<file path="src/rtl/aes_key_schedule.sv">
// AES-128/192/256 word-serial key expansion; streams round keys 0..Nr over valid/ready.
// Optional round-key store enabled by defining KEY_STORE_EN.
module aes_key_schedule #(
    parameter int unsigned MAX_NK   = 8,
    parameter int unsigned RK_DEPTH = 15
) (
    input  logic         clk,
    input  logic         reset_n,
    input  logic         start,
    input  logic [1:0]   key_mode,
    input  logic [255:0] key,
    output logic         busy,
    output logic         rk_valid,
    input  logic         rk_ready,
    output logic [127:0] rk_data,
    output logic [3:0]   rk_idx,
    output logic         done,
    output logic         err,
    input  logic [3:0]   rd_idx,
    output logic [127:0] rd_key
);

    localparam int unsigned WORD_W = 32;
    localparam int unsigned RK_W   = 128;
    localparam int unsigned IDX_W  = 4;
    localparam int unsigned CNT_W  = 6;

    localparam logic [2047:0] SBOX = {
        128'h637c777bf26b6fc53001672bfed7ab76, 128'hca82c97dfa5947f0add4a2af9ca472c0,
        128'hb7fd9326363ff7cc34a5e5f171d83115, 128'h04c723c31896059a071280e2eb27b275,
        128'h09832c1a1b6e5aa0523bd6b329e32f84, 128'h53d100ed20fcb15b6acbbe394a4c58cf,
        128'hd0efaafb434d338545f9027f503c9fa8, 128'h51a3408f929d38f5bcb6da2110fff3d2,
        128'hcd0c13ec5f974417c4a77e3d645d1973, 128'h60814fdc222a908846eeb814de5e0bdb,
        128'he0323a0a4906245cc2d3ac629195e479, 128'he7c8376d8dd54ea96c56f4ea657aae08,
        128'hba78252e1ca6b4c6e8dd741f4bbd8b8a, 128'h703eb5664803f60e613557b986c11d9e,
        128'he1f8981169d98e949b1e87e9ce5528df, 128'h8ca1890dbfe6426841992d0fb054bb16
    };

    typedef enum logic [2:0] {S_IDLE, S_LOAD, S_GEN, S_SUB, S_DRAIN} state_e;

    function automatic logic [7:0] sbox_f(input logic [7:0] b);
        return SBOX[~{b, 3'b000} -: 8];
    endfunction

    function automatic logic [WORD_W-1:0] sub_word(input logic [WORD_W-1:0] w);
        return {sbox_f(w[31:24]), sbox_f(w[23:16]), sbox_f(w[15:8]), sbox_f(w[7:0])};
    endfunction

    state_e             state_q, state_d;
    logic [WORD_W-1:0]  win_q [MAX_NK];
    logic [WORD_W-1:0]  win_d [MAX_NK];
    logic [WORD_W-1:0]  asm_q [4];
    logic [WORD_W-1:0]  asm_d [4];
    logic               pend_q, pend_d;
    logic [WORD_W-1:0]  sub_q, sub_d;
    logic [CNT_W-1:0]   i_q, i_d, last_q, last_d;
    logic [2:0]         mod_q, mod_d;
    logic [7:0]         rcon_q, rcon_d;
    logic [IDX_W-1:0]   nk_q, nk_d;
    logic               busy_q, busy_d, rk_valid_q, rk_valid_d, done_q, done_d, err_q, err_d;
    logic [RK_W-1:0]    rk_data_q, rk_data_d;
    logic [IDX_W-1:0]   rk_idx_q, rk_idx_d;

    logic               slot_free, is_sub, wr;
    logic [IDX_W-1:0]   mode_nk;
    logic [WORD_W-1:0]  prev_w, new_w;

    // Next-state: FSM sequencing, window shift, round-key assembly and handshake.
    always_comb begin
        state_d = state_q;  pend_d = pend_q;  sub_d = sub_q;  i_d = i_q;  last_d = last_q;
        mod_d = mod_q;  rcon_d = rcon_q;  nk_d = nk_q;  busy_d = busy_q;
        rk_data_d = rk_data_q;  rk_idx_d = rk_idx_q;
        rk_valid_d = rk_valid_q & ~rk_ready;
        done_d = 1'b0;  err_d = 1'b0;  wr = 1'b0;
        for (int unsigned k = 0; k < MAX_NK; k++) win_d[k] = win_q[k];
        for (int unsigned k = 0; k < 4; k++) asm_d[k] = asm_q[k];

        slot_free = ~rk_valid_q | rk_ready;
        prev_w = '0;
        for (int unsigned k = 0; k < MAX_NK; k++)
            if (4'(k) == nk_q - 4'd1) prev_w = win_q[k];
        is_sub = (mod_q == 3'd0) || (nk_q == 4'd8 && mod_q == 3'd4);
        new_w  = win_q[0] ^ prev_w;
        case (key_mode)
            2'b00:   mode_nk = 4'd4;
            2'b01:   mode_nk = 4'd6;
            2'b10:   mode_nk = 4'd8;
            default: mode_nk = 4'd0;
        endcase

        case (state_q)
            S_IDLE: if (start) begin
                if (key_mode == 2'b11 || 32'(mode_nk) > MAX_NK) begin
                    err_d = 1'b1;
                end else begin
                    nk_d   = mode_nk;
                    last_d = CNT_W'(4 * 32'(mode_nk) + 27);
                    i_d    = CNT_W'(mode_nk);
                    mod_d  = 3'd0;
                    rcon_d = 8'h01;
                    pend_d = 1'b0;
                    busy_d = 1'b1;
                    for (int unsigned k = 0; k < MAX_NK; k++) win_d[k] = key[255 - 32*k -: 32];
                    state_d = S_LOAD;
                end
            end
            S_LOAD: begin
                rk_data_d  = {win_q[0], win_q[1], win_q[2], win_q[3]};
                rk_idx_d   = '0;
                rk_valid_d = 1'b1;
                for (int unsigned k = 4; k < MAX_NK; k++)
                    if (4'(k) < nk_q) asm_d[2'(k - 4)] = win_q[k];
                pend_d  = (nk_q == 4'd8);
                state_d = S_GEN;
            end
            S_GEN: begin
                if (pend_q && slot_free) begin
                    rk_data_d  = {asm_q[0], asm_q[1], asm_q[2], asm_q[3]};
                    rk_idx_d   = 4'd1;
                    rk_valid_d = 1'b1;
                    pend_d     = 1'b0;
                end
                if (!pend_q || slot_free) begin
                    if (is_sub) begin
                        sub_d   = sub_word((mod_q == 3'd0) ? {prev_w[23:0], prev_w[31:24]} : prev_w);
                        state_d = S_SUB;
                    end else begin
                        wr = 1'b1;
                    end
                end
            end
            S_SUB: begin
                new_w = win_q[0] ^ sub_q ^ ((mod_q == 3'd0) ? {rcon_q, 24'h0} : 32'h0);
                wr    = 1'b1;
            end
            S_DRAIN: if (rk_valid_q && rk_ready) begin
                busy_d  = 1'b0;
                done_d  = 1'b1;
                state_d = S_IDLE;
            end
            default: state_d = S_IDLE;
        endcase

        // Commit a generated word unless it completes a group the consumer cannot take yet.
        if (wr && (i_q[1:0] != 2'd3 || slot_free)) begin
            for (int unsigned k = 0; k + 1 < MAX_NK; k++)
                if (4'(k) < nk_q - 4'd1) win_d[k] = win_q[k + 1];
            for (int unsigned k = 0; k < MAX_NK; k++)
                if (4'(k) == nk_q - 4'd1) win_d[k] = new_w;
            asm_d[i_q[1:0]] = new_w;
            if (i_q[1:0] == 2'd3) begin
                rk_data_d  = {asm_q[0], asm_q[1], asm_q[2], new_w};
                rk_idx_d   = i_q[5:2];
                rk_valid_d = 1'b1;
            end
            if (mod_q == 3'd0) rcon_d = {rcon_q[6:0], 1'b0} ^ (rcon_q[7] ? 8'h1b : 8'h00);
            mod_d   = ({1'b0, mod_q} == nk_q - 4'd1) ? 3'd0 : mod_q + 3'd1;
            i_d     = i_q + CNT_W'(1);
            state_d = (i_q == last_q) ? S_DRAIN : S_GEN;
        end
    end

    // State and output registers.
    always_ff @(posedge clk or negedge reset_n) begin
        if (!reset_n) begin
            state_q <= S_IDLE;  pend_q <= 1'b0;  sub_q <= '0;  i_q <= '0;  last_q <= '0;
            mod_q <= '0;  rcon_q <= '0;  nk_q <= '0;  busy_q <= 1'b0;  rk_valid_q <= 1'b0;
            done_q <= 1'b0;  err_q <= 1'b0;  rk_data_q <= '0;  rk_idx_q <= '0;
            for (int unsigned k = 0; k < MAX_NK; k++) win_q[k] <= '0;
            for (int unsigned k = 0; k < 4; k++) asm_q[k] <= '0;
        end else begin
            state_q <= state_d;  pend_q <= pend_d;  sub_q <= sub_d;  i_q <= i_d;  last_q <= last_d;
            mod_q <= mod_d;  rcon_q <= rcon_d;  nk_q <= nk_d;  busy_q <= busy_d;  rk_valid_q <= rk_valid_d;
            done_q <= done_d;  err_q <= err_d;  rk_data_q <= rk_data_d;  rk_idx_q <= rk_idx_d;
            for (int unsigned k = 0; k < MAX_NK; k++) win_q[k] <= win_d[k];
            for (int unsigned k = 0; k < 4; k++) asm_q[k] <= asm_d[k];
        end
    end

    assign busy     = busy_q;
    assign rk_valid = rk_valid_q;
    assign rk_data  = rk_data_q;
    assign rk_idx   = rk_idx_q;
    assign done     = done_q;
    assign err      = err_q;

`ifdef KEY_STORE_EN
    logic [RK_W-1:0] store_q [RK_DEPTH];

    // Capture every accepted round key by its round index.
    always_ff @(posedge clk or negedge reset_n) begin
        if (!reset_n) begin
            for (int unsigned k = 0; k < RK_DEPTH; k++) store_q[k] <= '0;
        end else if (rk_valid_q && rk_ready) begin
            for (int unsigned k = 0; k < RK_DEPTH; k++)
                if (4'(k) == rk_idx_q) store_q[k] <= rk_data_q;
        end
    end

    // Combinational read; indices past the store depth read as zero.
    always_comb begin
        rd_key = '0;
        for (int unsigned k = 0; k < RK_DEPTH; k++)
            if (4'(k) == rd_idx) rd_key = store_q[k];
    end
`else
    logic unused_rd_idx;
    assign unused_rd_idx = ^{rd_idx, RK_DEPTH[0]};
    assign rd_key = '0;
`endif

endmodule
</file>
<file path="config.mk">
export PLATFORM = sky130hd
export DESIGN_NAME = aes_key_schedule
export DESIGN_NICKNAME = d
export VERILOG_FILES = /design/src/rtl/aes_key_schedule.sv
export SDC_FILE = /design/constraint.sdc
export NUM_CORES = 2
export LEC_CHECK = 0
export ABC_AREA = 1
export CAP_MARGIN = 5
export CELL_PAD_IN_SITES_DETAIL_PLACEMENT = 0
export CELL_PAD_IN_SITES_GLOBAL_PLACEMENT = 1
export CORE_UTILIZATION = 36
export DETAILED_ROUTE_END_ITERATION = 6
export DONT_BUFFER_PORTS = 1
export PLACE_DENSITY = 0.76
export SYNTH_ARGS = -nofsm -noshare
export SYNTH_HDL_FRONTEND = slang
export SYNTH_SLANG_ARGS = --single-unit
</file>
<file path="constraint.sdc">
create_clock -name clk -period 4.1 [get_ports clk]
set_clock_uncertainty 0.15 [all_clocks]
set_input_delay 0.41 -clock clk [delete_from_list [all_inputs] [get_ports clk]]
set_output_delay 0.41 -clock clk [all_outputs]
set_load 0.1 [all_outputs]
</file>
==> run metrics <==
class of the worst hold path=in -> async; Buffers & Inverters on Critical Path=6; root buf cell=sky130_fd_sc_hd__clkbuf_16; # rows=approximately 130; Slowest-stage cell, CP=sky130_fd_sc_hd__ha_1; 1st-pass router iterations=7; number of warnings issued by yosys=0; final cycle utilization of the critical path=99.2%; R2R Setup Slk=0.03 ns; crit-path cells=inv_1 -> ha_1 -> buf_12 -> nand3_4 -> buf_4 -> inv_2 -> nand2_1 -> nand2_1 -> o21bai_2 -> nand3_1 -> nand2_2 -> inv_2 -> buf_4 -> nand3_1 -> nand3_1 -> nand3_1 -> nand3_1 -> nand2_1 -> nand2_1 -> nand2_1; leading cell types by total area after synthesis=sky130_fd_sc_hd__dfrtp_1, sky130_fd_sc_hd__nand3_1, sky130_fd_sc_hd__nand2_1; clock buffer depth=3; clock edge transition at the registers on the reported setup and hold paths=0.06 ns; fraction of synthesis flops using an asynchronous set or reset pin=100%; count of state elements after synthesis=580; largest fanout of any net on the critical path=20; initial antenna violation count=49; detailed-route vias per instance=6.00; cell area after layout=around 0.05 mm2; final non-filler cell total=8449; type of origin of the critical path=register; launch point of the worst reg-to-reg path=nk_q[2]; post-detailed-route DRC marker count=5; CP Class=reg -> reg; Syn Std Cell Area=0.0436 mm2; Syn Area/Cell=6.66 um2; number of endpoints with negative hold slack in the final report=443; layout cell share with drive strength beyond 1=10.5%; count of cell types in the netlist=50; area taken by flip-flops and latches=0.0145 mm2; crit path capture type=register; htree depth=2; area of the multi-input gates=around 0.025 mm2; layout overhead on the synthesized area=18.2%; Detail Placement HPWL=around 170000 um; placeable core region=0.120 mm2; final core occ=around 43%; most frequent cell after synthesis=sky130_fd_sc_hd__nand2_1; number of hold-repair buffers added at the cts stage=~250; fraction of post-synthesis cell area in the top cell type by area=33.3%; max-slew violations=roughly 480; data arrival time of the critical path=4.47 ns; crit path time final=4.07 ns; Max stage delay on crit path=0.36 ns; predominant post-synthesis flop cell=sky130_fd_sc_hd__dfrtp_1; wire length of the first global-routing pass=about 330000 um; die area=0.122 mm2; number of cell instances on the worst register-to-register path=20; Die W=between 300 and 400 um; TritonCTS clock tree=done; Die Y-Extent=350 um; worst path required time=~4.5 ns; Slew HR=-124%; Fmax=246 MHz; global placer's final weighted congestion=1.01; number of fill cells in the layout=between 10000 and 15000; total cell area at the placement stage=0.0466 mm2; setup repair after global routing missed its margin=true; top cell family by delay on the critical path=simple AND/OR/NAND/NOR gates; clock latency on the worst-skew pair=0.66 ns; vias in the first global route=47100; total number of vias=50700; clock sink count=580; I/O pin total=530; pin count of the biggest net entering global routing=581; endpoint of the most critical register-to-register path=sub_q[17]; EDFF count, synth=0; max_cap viols=0; Num CTS Buffers=59; iteration-0 DRC count of the detailed router=approximately 7500; antenna-violating nets left=0; slew at the pin with the worst max-slew slack=between 3 and 4 ns; total congestion overflow after global routing=0; routed wire length per instance=between 20 and 30 um; initial core utilization=36.3%; final hold slack=-0.692 ns; overall track demand over capacity in global routing=36.4%; Setup violations, final=0; run status=finished with violations; number of nets in the layout=7076; # placed instances=8048; sequential-to-total area share from yosys stat=33.3%; Port Buffer Count=0; Synth top cells by count=sky130_fd_sc_hd__nand2_1, sky130_fd_sc_hd__nand3_1, sky130_fd_sc_hd__o21ai_0; Synth area leader=sky130_fd_sc_hd__dfrtp_1; total wirelength of the detailed-routed design=230000 um; violated checks=DRC, hold timing, slew limit; post-synthesis cell count=about 6500
flip-flops by register name, summed over array words and instances (netlist names), 4 cells and up:
name / flops
rk_idx: 4
rcon_q: 8
last_q: 4
rk_data: 128
asm_q: 128
i_q: 6
sub_q: 32
win_q: 256
layout by cell type, fill, tap and decap left out, types with 11 or more instances in the layout:
master	n
sky130_fd_sc_hd__nand2_1	1699
sky130_fd_sc_hd__nand3_1	1327
sky130_fd_sc_hd__o21ai_0	705
sky130_fd_sc_hd__dfrtp_1	580
sky130_fd_sc_hd__inv_1	447
sky130_fd_sc_hd__buf_4	331
sky130_fd_sc_hd__dlygate4sd3_1	248
sky130_fd_sc_hd__nor2_1	216
sky130_fd_sc_hd__a21oi_1	129
sky130_fd_sc_hd__conb_1	128
sky130_fd_sc_hd__a22oi_1	98
sky130_fd_sc_hd__o22ai_1	88
sky130_fd_sc_hd__nand2_2	87
sky130_fd_sc_hd__a31oi_1	72
sky130_fd_sc_hd__o211ai_1	62
sky130_fd_sc_hd__buf_12	61
sky130_fd_sc_hd__o221ai_1	60
sky130_fd_sc_hd__clkbuf_16	59
sky130_fd_sc_hd__ha_1	51
sky130_fd_sc_hd__mux2i_1	43
sky130_fd_sc_hd__diode_2	35
sky130_fd_sc_hd__inv_2	33
sky130_fd_sc_hd__xor2_1	33
sky130_fd_sc_hd__o21ai_1	32
sky130_fd_sc_hd__nand2_4	30
sky130_fd_sc_hd__nand4_1	27
sky130_fd_sc_hd__nand3_2	19
sky130_fd_sc_hd__clkinv_2	13
sky130_fd_sc_hd__clkbuf_8	12
sky130_fd_sc_hd__o21bai_1	11
timing repair:
| action | in CTS | in global routing |
|---|---|---|
| endpoints found under the hold margin | 833 | 580 |
| setup endpoints to repair | 0 | 32 |
| gates resized for setup | 0 | 56 |
| buffers inserted | 0 | 7 |
metal layers:
layer | vias to the layer above | routed length (um) | GRT usage [%]
met3 | 735 | 24600 | 7.81
met5 | - | 205 | 0
met2 | 3331 | 102000 | 56.6
met4 | 30 | 16800 | 21.9
li1 | 22300 | - | -
met1 | 24300 | 86700 | 46.2
worst max path at each step:
stage	start	end	cells past startpoint
after floorplan	nk_q[1]	sub_q[27]	24
after global placement	nk_q[1]	sub_q[16]	25
after detailed placement	nk_q[1]	sub_q[16]	25
after CTS	nk_q[1]	sub_q[18]	26
after global routing	nk_q[1]	sub_q[22]	26
final	nk_q[2]	sub_q[17]	20
cell type report:
class,instances,share of cell area [%]
Antenna cell,35,0.170
Tap cell,1612,3.92
Clock inverter,29,0.787
Sequential cell,580,28.2
Inverter,486,3.57
Clock buffer,81,3.26
Timing Repair Buffer,642,12.1
Multi-Input combinational cell,4984,48.0
through the flow:
step	setup WS (ns)	setup TNS [ns]
6_report	0.0315	0
5_1_grt	-0.0128	-0.0128
4_1_cts	0.0368	0
3_5_place_dp	0.0661	0
3_3_place_gp	0.0721	0
2_1_floorplan	0.278	0
worst register-to-register path: cells and delay by family (launching register included):
family / cells / cell delay [ns]
AOI/OAI and AO/OA: 1 / 0.07
adders and majority gates: 1 / 0.36
buffers and inverters: 6 / 1.35
and+or+nand+nor: 12 / 1.66
DFF: 1 / 0.35
kinds of logic (layout without fill, tap and decap cells):
family	after synthesis	after routing	synth area share, %
compound gates	1279	1279	16.8
xor+xnor	37	37	0.744
fa+ha+maj	57	57	1.64
buf+inv	1102	1238	11.7
flops	580	580	33.3
mux	43	43	0.988
other cells	1	163	0.00861
simple gates	3439	3440	34.7
Power is not shown: default switching activity piles up to over one toggle a cycle in this logic, so the estimate is an artifact.
